--- src/rtl/instr_loader_if.sv ---
// Source stream and instruction-memory write port of the instruction loader.
// The slave modport is the loader's view; the master modport is the view of
// whatever feeds the program in and watches the memory writes come out.
interface instr_loader_if #(
    parameter int DATA_W = 16,
    parameter int ADDR_W = 6
);
    logic              s_valid;
    logic [DATA_W-1:0] s_data;
    logic              s_last;
    logic              s_ready;
    logic              im_we;
    logic [ADDR_W-1:0] im_addr;
    logic [DATA_W-1:0] im_wdata;

    modport master (
        output s_valid, s_data, s_last,
        input  s_ready, im_we, im_addr, im_wdata
    );

    modport slave (
        input  s_valid, s_data, s_last,
        output s_ready, im_we, im_addr, im_wdata
    );
endinterface

--- src/rtl/instr_loader.sv ---
// Instruction loader: accepts a program as a valid/ready word stream, writes
// it into instruction memory from address 0 upward one cycle after each
// handshake, and releases the core once the last word (or the last memory
// location) has been written. A start request in IDLE or DONE (re)loads.
module instr_loader #(
    parameter int DATA_W = 16,
    parameter int ADDR_W = 6
) (
    input  logic              clock,
    input  logic              reset,
    input  logic              start_load,
    instr_loader_if.slave     bus,
    output logic              core_run,
    output logic [ADDR_W:0]   word_count,
    output logic              overflow
);

    typedef enum logic [1:0] {
        IDLE,
        LOAD,
        DONE
    } state_t;

    state_t            state;
    state_t            next_state;
    logic [ADDR_W-1:0] wr_ptr;
    logic [DATA_W-1:0] s_word;
    logic              handshake;
    logic              at_last_addr;
    logic              begin_load;
    logic              end_load;

    // s_ready is only ever high in LOAD, so a handshake implies LOAD.
    assign handshake    = bus.s_valid && bus.s_ready;
    assign at_last_addr = (wr_ptr == {ADDR_W{1'b1}});
    // A start request during LOAD is ignored; only IDLE and DONE honour it.
    assign begin_load   = start_load && ((state == IDLE) || (state == DONE));
    // The load ends on the flagged last word or when memory is full.
    assign end_load     = handshake && (bus.s_last || at_last_addr);
    assign s_word       = bus.s_data;

    // State register.
    always_ff @(posedge clock or posedge reset) begin
        // NOTE: sequential state uses non-blocking assignments so every
        // register samples pre-edge values regardless of block ordering.
        if (reset) begin
            state <= IDLE;
        end else begin
            state <= next_state;
        end
    end

    // Next-state decode.
    always_comb begin
        // NOTE: default assigned first so no path leaves next_state
        // unassigned and infers a latch.
        next_state = state;
        unique case (state)
            IDLE: if (start_load) next_state = LOAD;
            LOAD: if (end_load)   next_state = DONE;
            DONE: if (start_load) next_state = LOAD;
            default:              next_state = IDLE;
        endcase
    end

    // Registered status outputs, derived from the state being entered so
    // they line up with the state register itself.
    always_ff @(posedge clock or posedge reset) begin
        if (reset) begin
            bus.s_ready <= 1'b0;
            core_run    <= 1'b0;
        end else begin
            bus.s_ready <= (next_state == LOAD);
            core_run    <= (next_state == DONE);
        end
    end

    // Memory write port: one write, one cycle after each accepted word.
    always_ff @(posedge clock or posedge reset) begin
        if (reset) begin
            bus.im_we    <= 1'b0;
            bus.im_addr  <= '0;
            bus.im_wdata <= '0;
        end else begin
            bus.im_we <= handshake;
            if (handshake) begin
                bus.im_addr  <= wr_ptr;
                bus.im_wdata <= s_word;
            end
        end
    end

    // Write pointer, word count and sticky overflow flag.
    always_ff @(posedge clock or posedge reset) begin
        if (reset) begin
            wr_ptr     <= '0;
            word_count <= '0;
            overflow   <= 1'b0;
        end else if (begin_load) begin
            wr_ptr     <= '0;
            word_count <= '0;
            overflow   <= 1'b0;
        end else if (handshake) begin
            // The pointer parks on the last location rather than wrapping;
            // the FSM leaves LOAD on that same transfer.
            if (!at_last_addr) begin
                wr_ptr <= wr_ptr + ADDR_W'(1);
            end
            word_count <= word_count + (ADDR_W + 1)'(1);
            if (at_last_addr && !bus.s_last) begin
                overflow <= 1'b1;
            end
        end
    end

endmodule

--- src/flat_wrapper.sv ---
// flat-port wrapper written by rule: the top's interface ports become plain ports
module instr_loader_flat 
#(
    parameter int DATA_W = 16,
    parameter int ADDR_W = 6
)
  (clock, reset, start_load, core_run, word_count, overflow, bus_s_valid, bus_s_data, bus_s_last, bus_s_ready, bus_im_we, bus_im_addr, bus_im_wdata);
  instr_loader_if #(.DATA_W(DATA_W), .ADDR_W(ADDR_W)) bus_i ();
  input  logic clock;
  input  logic reset;
  input  logic start_load;
  output logic core_run;
  output logic [ADDR_W:0] word_count;
  output logic overflow;
  input wire logic [$bits(bus_i.s_valid)-1:0] bus_s_valid;
  input wire logic [$bits(bus_i.s_data)-1:0] bus_s_data;
  input wire logic [$bits(bus_i.s_last)-1:0] bus_s_last;
  output wire logic [$bits(bus_i.s_ready)-1:0] bus_s_ready;
  output wire logic [$bits(bus_i.im_we)-1:0] bus_im_we;
  output wire logic [$bits(bus_i.im_addr)-1:0] bus_im_addr;
  output wire logic [$bits(bus_i.im_wdata)-1:0] bus_im_wdata;
  assign bus_i.s_valid = bus_s_valid;
  assign bus_i.s_data = bus_s_data;
  assign bus_i.s_last = bus_s_last;
  assign bus_s_ready = bus_i.s_ready;
  assign bus_im_we = bus_i.im_we;
  assign bus_im_addr = bus_i.im_addr;
  assign bus_im_wdata = bus_i.im_wdata;
  instr_loader #(.DATA_W(DATA_W), .ADDR_W(ADDR_W)) u_core (.clock(clock), .reset(reset), .start_load(start_load), .bus(bus_i), .core_run(core_run), .word_count(word_count), .overflow(overflow));
endmodule
--- config.mk ---
export PLATFORM = sky130hd
export DESIGN_NAME = instr_loader_flat
export DESIGN_NICKNAME = d
export VERILOG_FILES = /design/src/rtl/instr_loader_if.sv /design/src/rtl/instr_loader.sv /design/src/flat_wrapper.sv
export SDC_FILE = /design/constraint.sdc
export NUM_CORES = 1
export LEC_CHECK = 0
export CAP_MARGIN = 5
export CORE_AREA = 2 2 65 67
export DETAILED_ROUTE_END_ITERATION = 8
export DIE_AREA = 0 0 67 69
export PLACE_DENSITY = 0.75
export SLEW_MARGIN = 10
export SYNTH_ARGS = -nofsm -noshare
export SYNTH_HDL_FRONTEND = slang
export SYNTH_SLANG_ARGS = --single-unit
--- constraint.sdc ---
create_clock -name clock -period 1.55 [get_ports clock]
set_clock_uncertainty 0.1 [all_clocks]
set_input_delay 0.3875 -clock clock [delete_from_list [all_inputs] [get_ports clock]]
set_output_delay 0.3875 -clock clock [all_outputs]
set_load 0.05 [all_outputs]
; Word level (Yosys, flattened, before mapping)
; Index checks and enable logic that the tools add are counted.
[totals]
register_bits = 41
latch_bits = 0
ramBits = 0
romBits = 0
in_bits = 21
out_inout_bits = 33
elab_cells = 41
mem_count = 0
[op_classes]
n_addsub = 2
mul = 0
div_mod_pow = 0
magnitude_cmp = 0
n_eq_ne = 6
shift = 0
muxes = 11
bitwise = 0
reduce_logical = 13
[op_table]
columns = op, count
row1 = 2-to-1 mux 6 bit, 3
row2 = 2-to-1 mux 7 bit, 2
row3 = "adder 7 x 1 -> 7 bit, second input constant", 1
row4 = "adder 6 x 1 -> 6 bit, second input constant", 1
row5 = "equality test 6 bit, second input constant", 1
row6 = "equality test 2 x 1 -> 1 bit, second input constant", 2
row7 = "equality test 2 bit, second input constant", 2
row8 = logical AND 1 bit, 4
row9 = 2-to-1 mux 2 bit, 2
row10 = one-hot mux 2 bit (2 select lines), 1
row11 = AND reduction 2 bit, 2
row12 = nonzero test 2 bit, 2
row13 = 2-to-1 mux 1 bit, 3
row14 = logical NOT 2 bit, 1
row15 = logical OR 1 bit, 2
row16 = "inequality test 2 bit, second input constant", 1
row17 = OR reduction 2 bit, 1
row18 = logical NOT 1 bit, 1

; Depth between registers and ports, before layout
[logic_depth]
word_depth = 6
mapped_depth = 6
ltp_nobuf = 5

; Least setup slack after synthesis
; No wires, ideal clock.
[synth_timing]
kind = register to register
start = reg u_core.word_count[0]
end = reg u_core.word_count[4]
setup_time_ps = 78
t_arrival_ps = 1501
path_slack_ps = -129
path_stages_with_launch = 5
n_path_buf = 0
path_cell_list = dfrtp_1 -> ha_1 -> nand3_1 -> or3_1 -> a21oi_1
[synth_between]
elab_chain_cells = 3
[synth_rtl]
columns = item, line
row1 = "start, declared", instr_loader.sv:14  ; output logic [ADDR_W:0] word_count,
row2 = "start signal, assigned", instr_loader.sv:109  ; word_count <= word_count + (ADDR_W + 1)'(1);
row3 = adder 7 x 1 -> 7 bit, instr_loader.sv:109
row4 = 2-to-1 mux 7 bit, instr_loader.sv:103  ; end else if (handshake) begin
row5 = 2-to-1 mux 7 bit, instr_loader.sv:99  ; end else if (begin_load) begin
; Every way passes these cells. The select of a mux whose other input is x is not followed.
; A chain may end at the register's enable or synchronous reset.

; Worst setup path after layout
[layout_timing]
start = reg u_core.word_count[4]
end = out word_count[4]
[layout_rtl]
columns = item, line
row1 = "end, declared", flat_wrapper.sv:13  ; output logic [ADDR_W:0] word_count;
; No word-level cell between the ends.

==> impl_metrics.ini <==
[min_path]
hold_path.class = input pin to async pin

[drt]
dr_total_vias = 1420
routedWlPerCell_um = 13.2
drt.antenna.violating_nets = 0
drt_iter0_drc = 97
via_per_inst = 4.85
drc = 0
wl_mm = 3.86
drtPass1Iterations = 4

[grt]
grt_usage_pct = 18.8
busiest_layer = met2
grt_pass1_wl_mm = 6.61
gr-usage-met1_pct = 24.1
grt_start_max_net_pins = 42
grt_overflow = 0
antenna_found_initial = 0
use_met2_pct = 30.1
grt_pass1_vias = 1408
grt_util_met3_pct = 5.06

[job]
maxCapViolCount = 0

[sta]
finalSetupViolCount = 0
maxSlewViolCount = 0
hold_ws_ps = 333
relSlewSlack_pct = 81.4
finalHoldViolCount = 0
fin_tns_setup_ps = 0
grt_setup_unrepaired = no
fmax_ghz = 0.704
finalCritPeriodShare_pct = 91.7
tightest_slew_ps = 277
final.min_clock_period_ps = 1420

[clock_tree]
cts.sinks = 41
postCtsHoldBufs = 0
cts-buffers-inserted = 5
cts_root_buf = clkbuf_8
cts_tree = yes
clock_path_buffers = 2
path_clk_slew_ps = 80
htree_levels = 2
clk_latency_ps = 300

[power]
p_leak_nw = 1.36
p_per_area_nw_per_um2 = 2070
finalPower_w = 0.00577
power.ir.vdd_worst_v = 0.00112

[synthesis]
async_flop_share_pct = 100
synthFlopType = dfrtp_1
synth_edf_count = 0
yosys_register_bits = 41
syn_area_per_cell_um2 = 9.47
seq_area_frac_synth_pct = 61.2
synthCells = 177
syn-num-nets = 200
yosysWarnings = 0
yosysUniqueCellTypes = 28
synth_area_um2 = 1680

[setup_path]
max_stage_delay_ps = 460
critPathKind = register to output pin
crit_slowest_cell = dfrtp_1
required_ps = 1060
worst-path-max-fanout = 5
cp-start-kind = register
end_kind = output pin
path_delay_family = flip-flops
cp.arrival_ps = 930
cp_cell_sequence = buf_12
cp_num_buf_inv = 1

[floorplan]
core-area_um2 = 3910
chipHeight_um = 69
start_util_pct = 42.8
die_width_um = 67
num_rows = 23
dieArea_um2 = 4620
io_pins = 54

[cells_and_area]
syn_to_final_growth_pct = 66.3
drive_gt1_share_pct = 25.9
nets = 265
antennaDiodeCount = 0

[placed_design]
io_buffers = 53
gp_congestion = 0.759
dp_hpwl_mm = 2.83

[outcome]
status = finished clean
[tightest hold or removal path: stages]
cell and delay, ps:
clkdlybuf4s50_1 390, inv_1 90, buf_12 230
[worst paths after layout]
kind	slack [ps]	start	depth (start not counted)	endpoint
setup reg to reg	140	u_core.wr_ptr[0]$_DFFE_PP0P_	6	u_core.wr_ptr[5]$_DFFE_PP0P_
max in group asynchronous	790	reset	3	u_core.bus.s_ready$_DFF_PP0_
hold / removal	330	reset	3	u_core.bus.im_wdata[4]$_DFFE_PP0P_
setup / recovery	130	u_core.word_count[4]$_DFFE_PP0P_	1	word_count[4]
hold reg to reg	450	u_core.bus.im_wdata[13]$_DFFE_PP0P_	2	u_core.bus.im_wdata[13]$_DFFE_PP0P_
min in group clock	450	u_core.bus.im_wdata[13]$_DFFE_PP0P_	2	u_core.bus.im_wdata[13]$_DFFE_PP0P_
[cells in the mapped netlist (3+ instances only)]
| master | n | share of area, % |
|---|---|---|
| a21oi_1 | 6 | 1.8 |
| buf_2 | 4 | 1.2 |
| clkbuf_1 | 3 | 0.67 |
| dfrtp_1 | 41 | 61 |
| nand2_1 | 74 | 17 |
| nor2_1 | 11 | 2.5 |
| xor2_1 | 4 | 2.1 |
[per-layer routing]
metal / up-vias / part of all wire (%) / wire length (um)
met5: - / 0 / 0
met3: 5 / 4.2 / 163
met2: 24 / 54 / 2070
met1: 691 / 41 / 1570
met4: 0 / 1.6 / 63
li1: 700 / - / -
[final cells by class]
cell class / instances / area [um^2]
Fill cell: 279 / 1130
Sequential cell: 41 / 1030
Timing Repair Buffer: 65 / 966
Multi-Input combinational cell: 126 / 619
Clock buffer: 6 / 82.6
Tap cell: 50 / 62.6
Clock inverter: 2 / 13.8
Inverter: 3 / 13.8
[power breakdown]
group	total [W]	internal (W)	switching [W]
combinational	0.00320	0.00151	0.00169
clock	0.000730	0.000361	0.000369
sequential	0.00184	0.00143	0.000406
total	0.00577	0.00330	0.00247
[registers in the layout, summed over array words and instances, names as in the netlist]
name,cells
u_core.overflow,1
u_core.word_count,7
u_core.core_run,1
u_core.wr_ptr,6
u_core.state,2
u_core.bus.im_addr,6
u_core.bus.s_ready,1
u_core.bus.im_we,1
u_core.bus.im_wdata,16
[cells in the final DEF (no fill, tap or decap), types with 3 or more instances in the layout]
cell type and n:
clkbuf_8 6, buf_4 11, dfrtp_2 3, a21oi_1 6
buf_12 34, clkdlybuf4s50_1 19, nand2_1 74, nor2_1 11
dfrtp_1 38, xor2_1 4
[through the flow]
stage | cells | util (%) | setup slack, ps | area, um^2
after floorplan | 177 | - | 29.8 | 1680
after global placement | 285 | 68.4 | -228 | 2680
after detailed placement | 285 | 68.4 | -264 | 2680
after CTS | 293 | 70.8 | 32.5 | 2770
after global routing | 293 | 71.2 | 11.4 | 2790
final | 293 | 71.2 | 129 | 2790
[logic make-up (layout without fill, tap and decap cells)]
logic type	count (synthesis)	after routing	synth area share (%)
DFF	41	41	61.2
adders and majority gates	2	2	1.49
AOI/OAI and AO/OA	15	15	5.22
and+or+nand+nor	101	101	25.2
xor gates and xnor gates	6	6	3.13
buffers and inverters	10	76	2.54
muxes	2	2	1.19
[repair_timing]
| action | in CTS | in global routing |
|---|---|---|
| resized for setup | 0 | 4 |
| setup buffers | 0 | 0 |
| endpoints found under the setup margin | 0 | 1 |
| endpoints found under the hold margin | 0 | 0 |
Power figures use the tool's default switching activity.
